$ cat src/rtl/pmem_rr_if.sv
// pmem_rr_if: I-cache, D-cache and cacheline-adapter signals around the memory arbiter
interface pmem_rr_if #(parameter int ADDR_W = 32, parameter int LINE_W = 256);
  logic              i_read;
  logic [ADDR_W-1:0] i_addr;
  logic              i_resp;
  logic [LINE_W-1:0] i_rdata;
  logic              d_read;
  logic              d_write;
  logic [ADDR_W-1:0] d_addr;
  logic [LINE_W-1:0] d_wdata;
  logic              d_resp;
  logic [LINE_W-1:0] d_rdata;
  logic              a_read;
  logic              a_write;
  logic [ADDR_W-1:0] a_addr;
  logic [LINE_W-1:0] a_wdata;
  logic [LINE_W-1:0] a_rdata;
  logic              a_resp;
  modport slave (
    input  i_read, i_addr, d_read, d_write, d_addr, d_wdata, a_rdata, a_resp,
    output i_resp, i_rdata, d_resp, d_rdata, a_read, a_write, a_addr, a_wdata
  );
  modport master (
    output i_read, i_addr, d_read, d_write, d_addr, d_wdata, a_rdata, a_resp,
    input  i_resp, i_rdata, d_resp, d_rdata, a_read, a_write, a_addr, a_wdata
  );
endinterface

$ cat src/rtl/pmem_rr_arbiter.sv
// pmem_rr_arbiter: round-robin arbiter sharing one cacheline adapter between I and D caches
module pmem_rr_arbiter #(parameter int ADDR_W = 32, parameter int LINE_W = 256) (
  input logic     clk,
  input logic     rst,
  pmem_rr_if.slave bus
);
  typedef enum logic [1:0] {IDLE, SERVE_I, SERVE_D, DONE} state_t;
  state_t state, next;
  logic last_d, i_req, d_req, grant_i, grant_d, serving;
  logic rd_q, wr_q;
  logic [ADDR_W-1:0] addr_q;
  logic [LINE_W-1:0] wdata_q;
  assign i_req   = bus.i_read;
  assign d_req   = bus.d_read | bus.d_write;
  assign serving = (state == SERVE_I) || (state == SERVE_D);
  // contention goes to whoever did not win last; last_d resets to 1 so I wins first
  assign grant_i = (state == IDLE) && i_req && (!d_req || last_d);
  assign grant_d = (state == IDLE) && d_req && !grant_i;
  always_ff @(posedge clk or posedge rst)
    if (rst) state <= IDLE;
    else     state <= next;
  always_comb
    next = grant_i ? SERVE_I :
           grant_d ? SERVE_D :
           (serving && bus.a_resp) ? DONE :
           (state == DONE) ? IDLE : state;
  always_ff @(posedge clk or posedge rst)
    if (rst) begin
      last_d  <= 1'b1;
      rd_q    <= 1'b0;
      wr_q    <= 1'b0;
      addr_q  <= '0;
      wdata_q <= '0;
    end else if (grant_i) begin
      last_d <= 1'b0;
      rd_q   <= 1'b1;
      wr_q   <= 1'b0;
      addr_q <= bus.i_addr;
    end else if (grant_d) begin
      // a simultaneous read+write is a write-back that must go first
      last_d  <= 1'b1;
      rd_q    <= !bus.d_write;
      wr_q    <= bus.d_write;
      addr_q  <= bus.d_addr;
      wdata_q <= bus.d_wdata;
    end else if (serving && bus.a_resp) begin
      rd_q <= 1'b0;
      wr_q <= 1'b0;
    end
  always_comb begin
    bus.i_resp  = (state == SERVE_I) && bus.a_resp;
    bus.d_resp  = (state == SERVE_D) && bus.a_resp;
    bus.a_read  = rd_q;
    bus.a_write = wr_q;
    bus.a_addr  = addr_q;
    bus.a_wdata = wdata_q;
    bus.i_rdata = bus.a_rdata;
    bus.d_rdata = bus.a_rdata;
  end
endmodule

$ cat src/flat_wrapper.sv
// flat-port wrapper written by rule: the top's interface ports become plain ports
module pmem_rr_arbiter_flat 
#(parameter int ADDR_W = 32, parameter int LINE_W = 256)
  (clk, rst, bus_i_read, bus_i_addr, bus_d_read, bus_d_write, bus_d_addr, bus_d_wdata, bus_a_rdata, bus_a_resp, bus_i_resp, bus_i_rdata, bus_d_resp, bus_d_rdata, bus_a_read, bus_a_write, bus_a_addr, bus_a_wdata);
  pmem_rr_if #(.ADDR_W(ADDR_W), .LINE_W(LINE_W)) bus_i ();
  input logic clk;
  input logic rst;
  input wire logic [$bits(bus_i.i_read)-1:0] bus_i_read;
  input wire logic [$bits(bus_i.i_addr)-1:0] bus_i_addr;
  input wire logic [$bits(bus_i.d_read)-1:0] bus_d_read;
  input wire logic [$bits(bus_i.d_write)-1:0] bus_d_write;
  input wire logic [$bits(bus_i.d_addr)-1:0] bus_d_addr;
  input wire logic [$bits(bus_i.d_wdata)-1:0] bus_d_wdata;
  input wire logic [$bits(bus_i.a_rdata)-1:0] bus_a_rdata;
  input wire logic [$bits(bus_i.a_resp)-1:0] bus_a_resp;
  output wire logic [$bits(bus_i.i_resp)-1:0] bus_i_resp;
  output wire logic [$bits(bus_i.i_rdata)-1:0] bus_i_rdata;
  output wire logic [$bits(bus_i.d_resp)-1:0] bus_d_resp;
  output wire logic [$bits(bus_i.d_rdata)-1:0] bus_d_rdata;
  output wire logic [$bits(bus_i.a_read)-1:0] bus_a_read;
  output wire logic [$bits(bus_i.a_write)-1:0] bus_a_write;
  output wire logic [$bits(bus_i.a_addr)-1:0] bus_a_addr;
  output wire logic [$bits(bus_i.a_wdata)-1:0] bus_a_wdata;
  assign bus_i.i_read = bus_i_read;
  assign bus_i.i_addr = bus_i_addr;
  assign bus_i.d_read = bus_d_read;
  assign bus_i.d_write = bus_d_write;
  assign bus_i.d_addr = bus_d_addr;
  assign bus_i.d_wdata = bus_d_wdata;
  assign bus_i.a_rdata = bus_a_rdata;
  assign bus_i.a_resp = bus_a_resp;
  assign bus_i_resp = bus_i.i_resp;
  assign bus_i_rdata = bus_i.i_rdata;
  assign bus_d_resp = bus_i.d_resp;
  assign bus_d_rdata = bus_i.d_rdata;
  assign bus_a_read = bus_i.a_read;
  assign bus_a_write = bus_i.a_write;
  assign bus_a_addr = bus_i.a_addr;
  assign bus_a_wdata = bus_i.a_wdata;
  pmem_rr_arbiter #(.ADDR_W(ADDR_W), .LINE_W(LINE_W)) u_core (.clk(clk), .rst(rst), .bus(bus_i));
endmodule
$ cat config.mk
export PLATFORM = sky130hd
export DESIGN_NAME = pmem_rr_arbiter_flat
export DESIGN_NICKNAME = d
export VERILOG_FILES = /design/src/rtl/pmem_rr_if.sv /design/src/rtl/pmem_rr_arbiter.sv /design/src/flat_wrapper.sv
export SDC_FILE = /design/constraint.sdc
export NUM_CORES = 1
export LEC_CHECK = 0
export ABC_AREA = 1
export CORE_AREA = 2 2 534 536
export CTS_CLUSTER_SIZE = 12
export DETAILED_ROUTE_END_ITERATION = 16
export DIE_AREA = 0 0 536 538
export GPL_TIMING_DRIVEN = 1
export PLACE_DENSITY_LB_ADDON = 0.12
export RECOVER_POWER = 100
export SYNTH_ARGS = -nofsm -noshare
export SYNTH_HDL_FRONTEND = slang
export SYNTH_SLANG_ARGS = --single-unit
export TNS_END_PERCENT = 5
$ cat constraint.sdc
create_clock -name clk -period 28.6 [get_ports clk]
set_clock_uncertainty 0.1 [all_clocks]
set_input_delay 5.72 -clock clk [delete_from_list [all_inputs] [get_ports clk]]
set_output_delay 5.72 -clock clk [all_outputs]
set_load 0.02 [all_outputs]
==> metrics.txt <==
# TYPE chip_impl_metric gauge
chip_impl_info{name="run_status",value="finished, violations left"} 1
chip_impl_info{name="violations_in_the_final_reports",value="capacitance limit, slew limit"} 1
chip_impl_metric{name="p_leak",unit="nW"} 9.92
chip_impl_metric{name="post_cts.repair.setup_buffers",unit=""} 0
chip_impl_metric{name="vias_in_the_first_global_route",unit=""} 14000
chip_impl_metric{name="postCtsResizedCells",unit=""} 0
chip_impl_metric{name="final_number_of_hold_violating_endpoints",unit=""} 0
chip_impl_metric{name="worstPathArrival",unit="ns"} 18.97
chip_impl_metric{name="boundaryPins",unit=""} 1386
chip_impl_metric{name="port-buffer-count",unit=""} 617
chip_impl_metric{name="cts.clk_slew.worst_paths",unit="ns"} 0.05
chip_impl_metric{name="nNetsFinal",unit=""} 2508
chip_impl_metric{name="syn_area_per_cell",unit="sq um"} 8.54
chip_impl_info{name="tritoncts_clock_tree",value="yes"} 1
chip_impl_metric{name="initialDrtViolationCount",unit=""} 442
chip_impl_info{name="worst_path_max_delay_cell",value="nand2_1"} 1
chip_impl_metric{name="pre_cts_setup_slack",unit="ns"} 15.76
chip_impl_metric{name="area_growth",unit="%"} 54.4
chip_impl_info{name="worst_r2r_startpoint",value="u_core.last_d"} 1
chip_impl_metric{name="drtAntennaViolNets",unit=""} 0
chip_impl_info{name="worstReg2RegEnd",value="u_core.bus.a_wdata[219]"} 1
chip_impl_metric{name="chipWidth",unit="microns"} 536
chip_impl_metric{name="total_instance_count_after_detailed_placement",unit=""} 5629
chip_impl_metric{name="finalPower",unit="mW"} 2.74
chip_impl_metric{name="max_clock_freq",unit="MHz"} 54.2
chip_impl_metric{name="fillCellCount",unit=""} 33000
chip_impl_info{name="postSynth.topFlopCell",value="dfrtp_1"} 1
chip_impl_metric{name="grt_start_max_net_pins",unit=""} 97
chip_impl_metric{name="synthDistinctLibCells",unit=""} 18
chip_impl_info{name="synth.top_cells.by_area",value="dfrtp_1 46%, buf_4 25%, nand2_1 12%"} 1
chip_impl_metric{name="ir_worst_vdd",unit="V"} 0.0000401
chip_impl_metric{name="initial_antenna_violation_count",unit=""} 82
chip_impl_metric{name="vias_per_cell",unit=""} 2.31
chip_impl_metric{name="wirelength",unit="microns"} 139000
chip_impl_metric{name="synth_enable_flop_cells",unit=""} 0
chip_impl_metric{name="synth-warning-count",unit=""} 0
chip_impl_metric{name="post_synth_inst_count",unit=""} 1843
chip_impl_metric{name="post_layout_nonfiller_instances",unit=""} 5738
chip_impl_metric{name="power.density_cell_area",unit="mW/mm^2"} 113
chip_impl_info{name="yosys-top-cells-count",value="525 x buf_4, 522 x nand2_1, 386 x nand3_1"} 1
chip_impl_metric{name="largest_driver_fanout_on_the_critical_path",unit=""} 63
chip_impl_metric{name="die-height",unit="microns"} 538
chip_impl_metric{name="post-route-drc-count",unit=""} 0
chip_impl_metric{name="wl_per_cell",unit="microns"} 24.3
chip_impl_metric{name="worst_hold_margin",unit="ns"} 0.363
chip_impl_metric{name="clock_tree.buffer_depth",unit=""} 3
chip_impl_metric{name="ys_ff_latch",unit=""} 293
chip_impl_metric{name="r2r_slack",unit="ns"} 15.40
chip_impl_metric{name="syn-cell-area",unit="sq mm"} 0.0157
chip_impl_metric{name="placement.cell_area",unit="sq mm"} 0.0225
chip_impl_metric{name="setup_ws",unit="ns"} 10.15
chip_impl_metric{name="core_region_area",unit="sq mm"} 0.283
chip_impl_metric{name="ctsHoldBuffers",unit=""} 0
chip_impl_metric{name="min_period_over_period",unit=""} 0.645
chip_impl_metric{name="die_area",unit="sq mm"} 0.288
chip_impl_info{name="timing.setup.critical_path_class",value="in -> reg"} 1
chip_impl_metric{name="synth-async-reset-ratio",unit=""} 1.00
chip_impl_metric{name="synth.net_count",unit=""} 2429
chip_impl_metric{name="num_vias",unit=""} 13200
chip_impl_metric{name="overflow",unit=""} 0
chip_impl_info{name="hp-class",value="reg -> reg"} 1
chip_impl_metric{name="r2r_cells",unit=""} 10
chip_impl_metric{name="yosys.area.top_type_share",unit=""} 0.464
chip_impl_metric{name="drv.max_cap_violation_count",unit=""} 15
chip_impl_info{name="rsz0062_at_grt",value="false"} 1
chip_impl_metric{name="synth.yosys.seq_area_share",unit=""} 0.466
chip_impl_metric{name="timing.slew.headroom",unit=""} -2.78
chip_impl_info{name="holdCritStartpoint",value="u_core.bus.a_wdata[124]"} 1
chip_impl_metric{name="cts_made_buffers",unit=""} 53
chip_impl_metric{name="setup_total_negative_slack",unit="ns"} 0
chip_impl_metric{name="detailedPlacementHpwl",unit="microns"} 112000
chip_impl_metric{name="max_slew.worst_pin.slew",unit="ns"} 5.66
chip_impl_metric{name="rows",unit=""} 196
chip_impl_metric{name="gp_routability_congestion",unit=""} 0.704
chip_impl_metric{name="timing.final.max_slew_violations",unit=""} 767
chip_impl_metric{name="worstPathRequired",unit="ns"} 29.12
chip_impl_metric{name="whs_path_depth",unit=""} 2
chip_impl_metric{name="cts_sinks",unit=""} 293
chip_impl_metric{name="gr-usage-all-layers",unit=""} 0.0932
chip_impl_info{name="startpoint_type",value="input pin"} 1
chip_impl_metric{name="final.min_clock_period",unit="ns"} 18.45
chip_impl_metric{name="first_pass_iters",unit=""} 5
chip_impl_info{name="crit_path_cell_trace",value="dlygate4sd3_1 > o21ai_4 > clkbuf_1 > nand2_1 > nand2_1 > clkbuf_1 > clkbuf_1 > buf_4 > nand2_1 > nand2_1"} 1
chip_impl_metric{name="layout-drive-gt1-share",unit=""} 0.0520
chip_impl_info{name="cell_with_the_most_instances_after_synthesis",value="buf_4"} 1
chip_impl_info{name="setup.worst_path.end_class",value="flip-flop"} 1
chip_impl_metric{name="worstSkewPairLatency",unit="ns"} 0.68
chip_impl_metric{name="utilization",unit=""} 0.0858
chip_impl_info{name="crit_path_frequent_cell",value="nand2_1"} 1
chip_impl_info{name="cpLargestDelayFamily",value="buffers and inverters"} 1
chip_impl_info{name="worstHoldEndpoint",value="u_core.bus.a_wdata[124]"} 1
chip_impl_metric{name="clock_tree.htree_level_count",unit=""} 2
chip_impl_metric{name="post_layout_instance_area",unit="sq mm"} 0.0243
chip_impl_info{name="cts.root.buffer_cell",value="clkbuf_16"} 1
chip_impl_metric{name="setup_violations",unit=""} 0
chip_impl_metric{name="cp.buffers_inverters",unit=""} 5
chip_impl_metric{name="wire_length_of_the_first_global_routing_pass",unit="microns"} 173000
chip_impl_info{name="synth_largest_area_cell",value="dfrtp_1"} 1
chip_impl_metric{name="timing.critical_path.slowest_cell_delay",unit="ns"} 2.72
chip_impl_metric{name="floorplan.initialDensity",unit=""} 0.0556
-- worst max path at each step --
stage	startpoint	end	cells after the start
floorplan	rst	u_core.bus.a_addr[0]	1
global placement	bus_a_resp	bus_i_resp	4
detailed placement	bus_a_resp	bus_d_resp	4
CTS	bus_a_resp	bus_i_resp	4
global route	bus_d_write	u_core.bus.a_wdata[211]	10
finish	bus_d_write	u_core.bus.a_wdata[219]	10
-- report_power, final --
| group | switching (mW) | internal, mW | total [mW] |
|---|---|---|---|
| Combinational | 0.838 | 0.444 | 1.28 |
| Clock | 0.283 | 0.438 | 0.722 |
| Sequential | 0.115 | 0.618 | 0.733 |
| Total | 1.24 | 1.50 | 2.74 |
-- cells by family after synthesis --
kind of cell,after synthesis,share of synthesized area
DFF,293,0.466
AOI/OAI and AO/OA,3,0.00119
buffers and inverters,626,0.279
and+or+nand+nor,917,0.251
adders and majority gates,4,0.00318
-- cells in the final DEF (no fill, tap or decap), types with 5 or more instances in the layout --
cell type / instances
buf_4: 12
dfrtp_1: 292
clkbuf_1: 23
nand2_1: 524
nand3_1: 386
clkdlybuf4s50_1: 323
diode_2: 16
dlygate4sd3_1: 294
clkbuf_8: 11
inv_1: 6
bufinv_16: 8
clkbuf_16: 53
clkinv_2: 5
-- layer usage --
metal / track usage / wire (microns) / vias to the layer above
met2: 0.134 / 57400 / 1194
li1: - / - / 5575
met1: 0.0884 / 45400 / 6062
met4: 0.0446 / 6980 / 84
met5: 0.00526 / 710 / -
met3: 0.0883 / 28800 / 319
-- state kept, by name, indices dropped and copies added (netlist names) --
register,flops
u_core.last_d,1
u_core.bus.a_write,1
u_core.bus.a_addr,32
u_core.state,2
u_core.bus.a_wdata,256
u_core.bus.a_read,1
-- worst reg2reg max path, stage by stage, from the launching register on --
cell and delay (ns):
dfstp_2 0.53, inv_1 0.06, o21ai_4 0.05, clkbuf_1 1.41
nand2_1 2.26, nand2_1 2.75, clkbuf_1 2.55, clkbuf_1 2.30
buf_4 0.87, nand2_1 0.17, nand2_1 0.09
-- cell type report --
cell class                 count  area, sq um  area share
sequential                   293         7330       0.302
timing repair buffer         641         6310       0.260
tap                         3762         4710       0.194
multi-input combinational    924         4030       0.166
clock buffer                  75         1520      0.0625
clock inverter                18          319      0.0131
inverter                       9         42.5     0.00175
antenna                       16         40.0     0.00165
No activity file was read; power rests on OpenSTA's default activity.
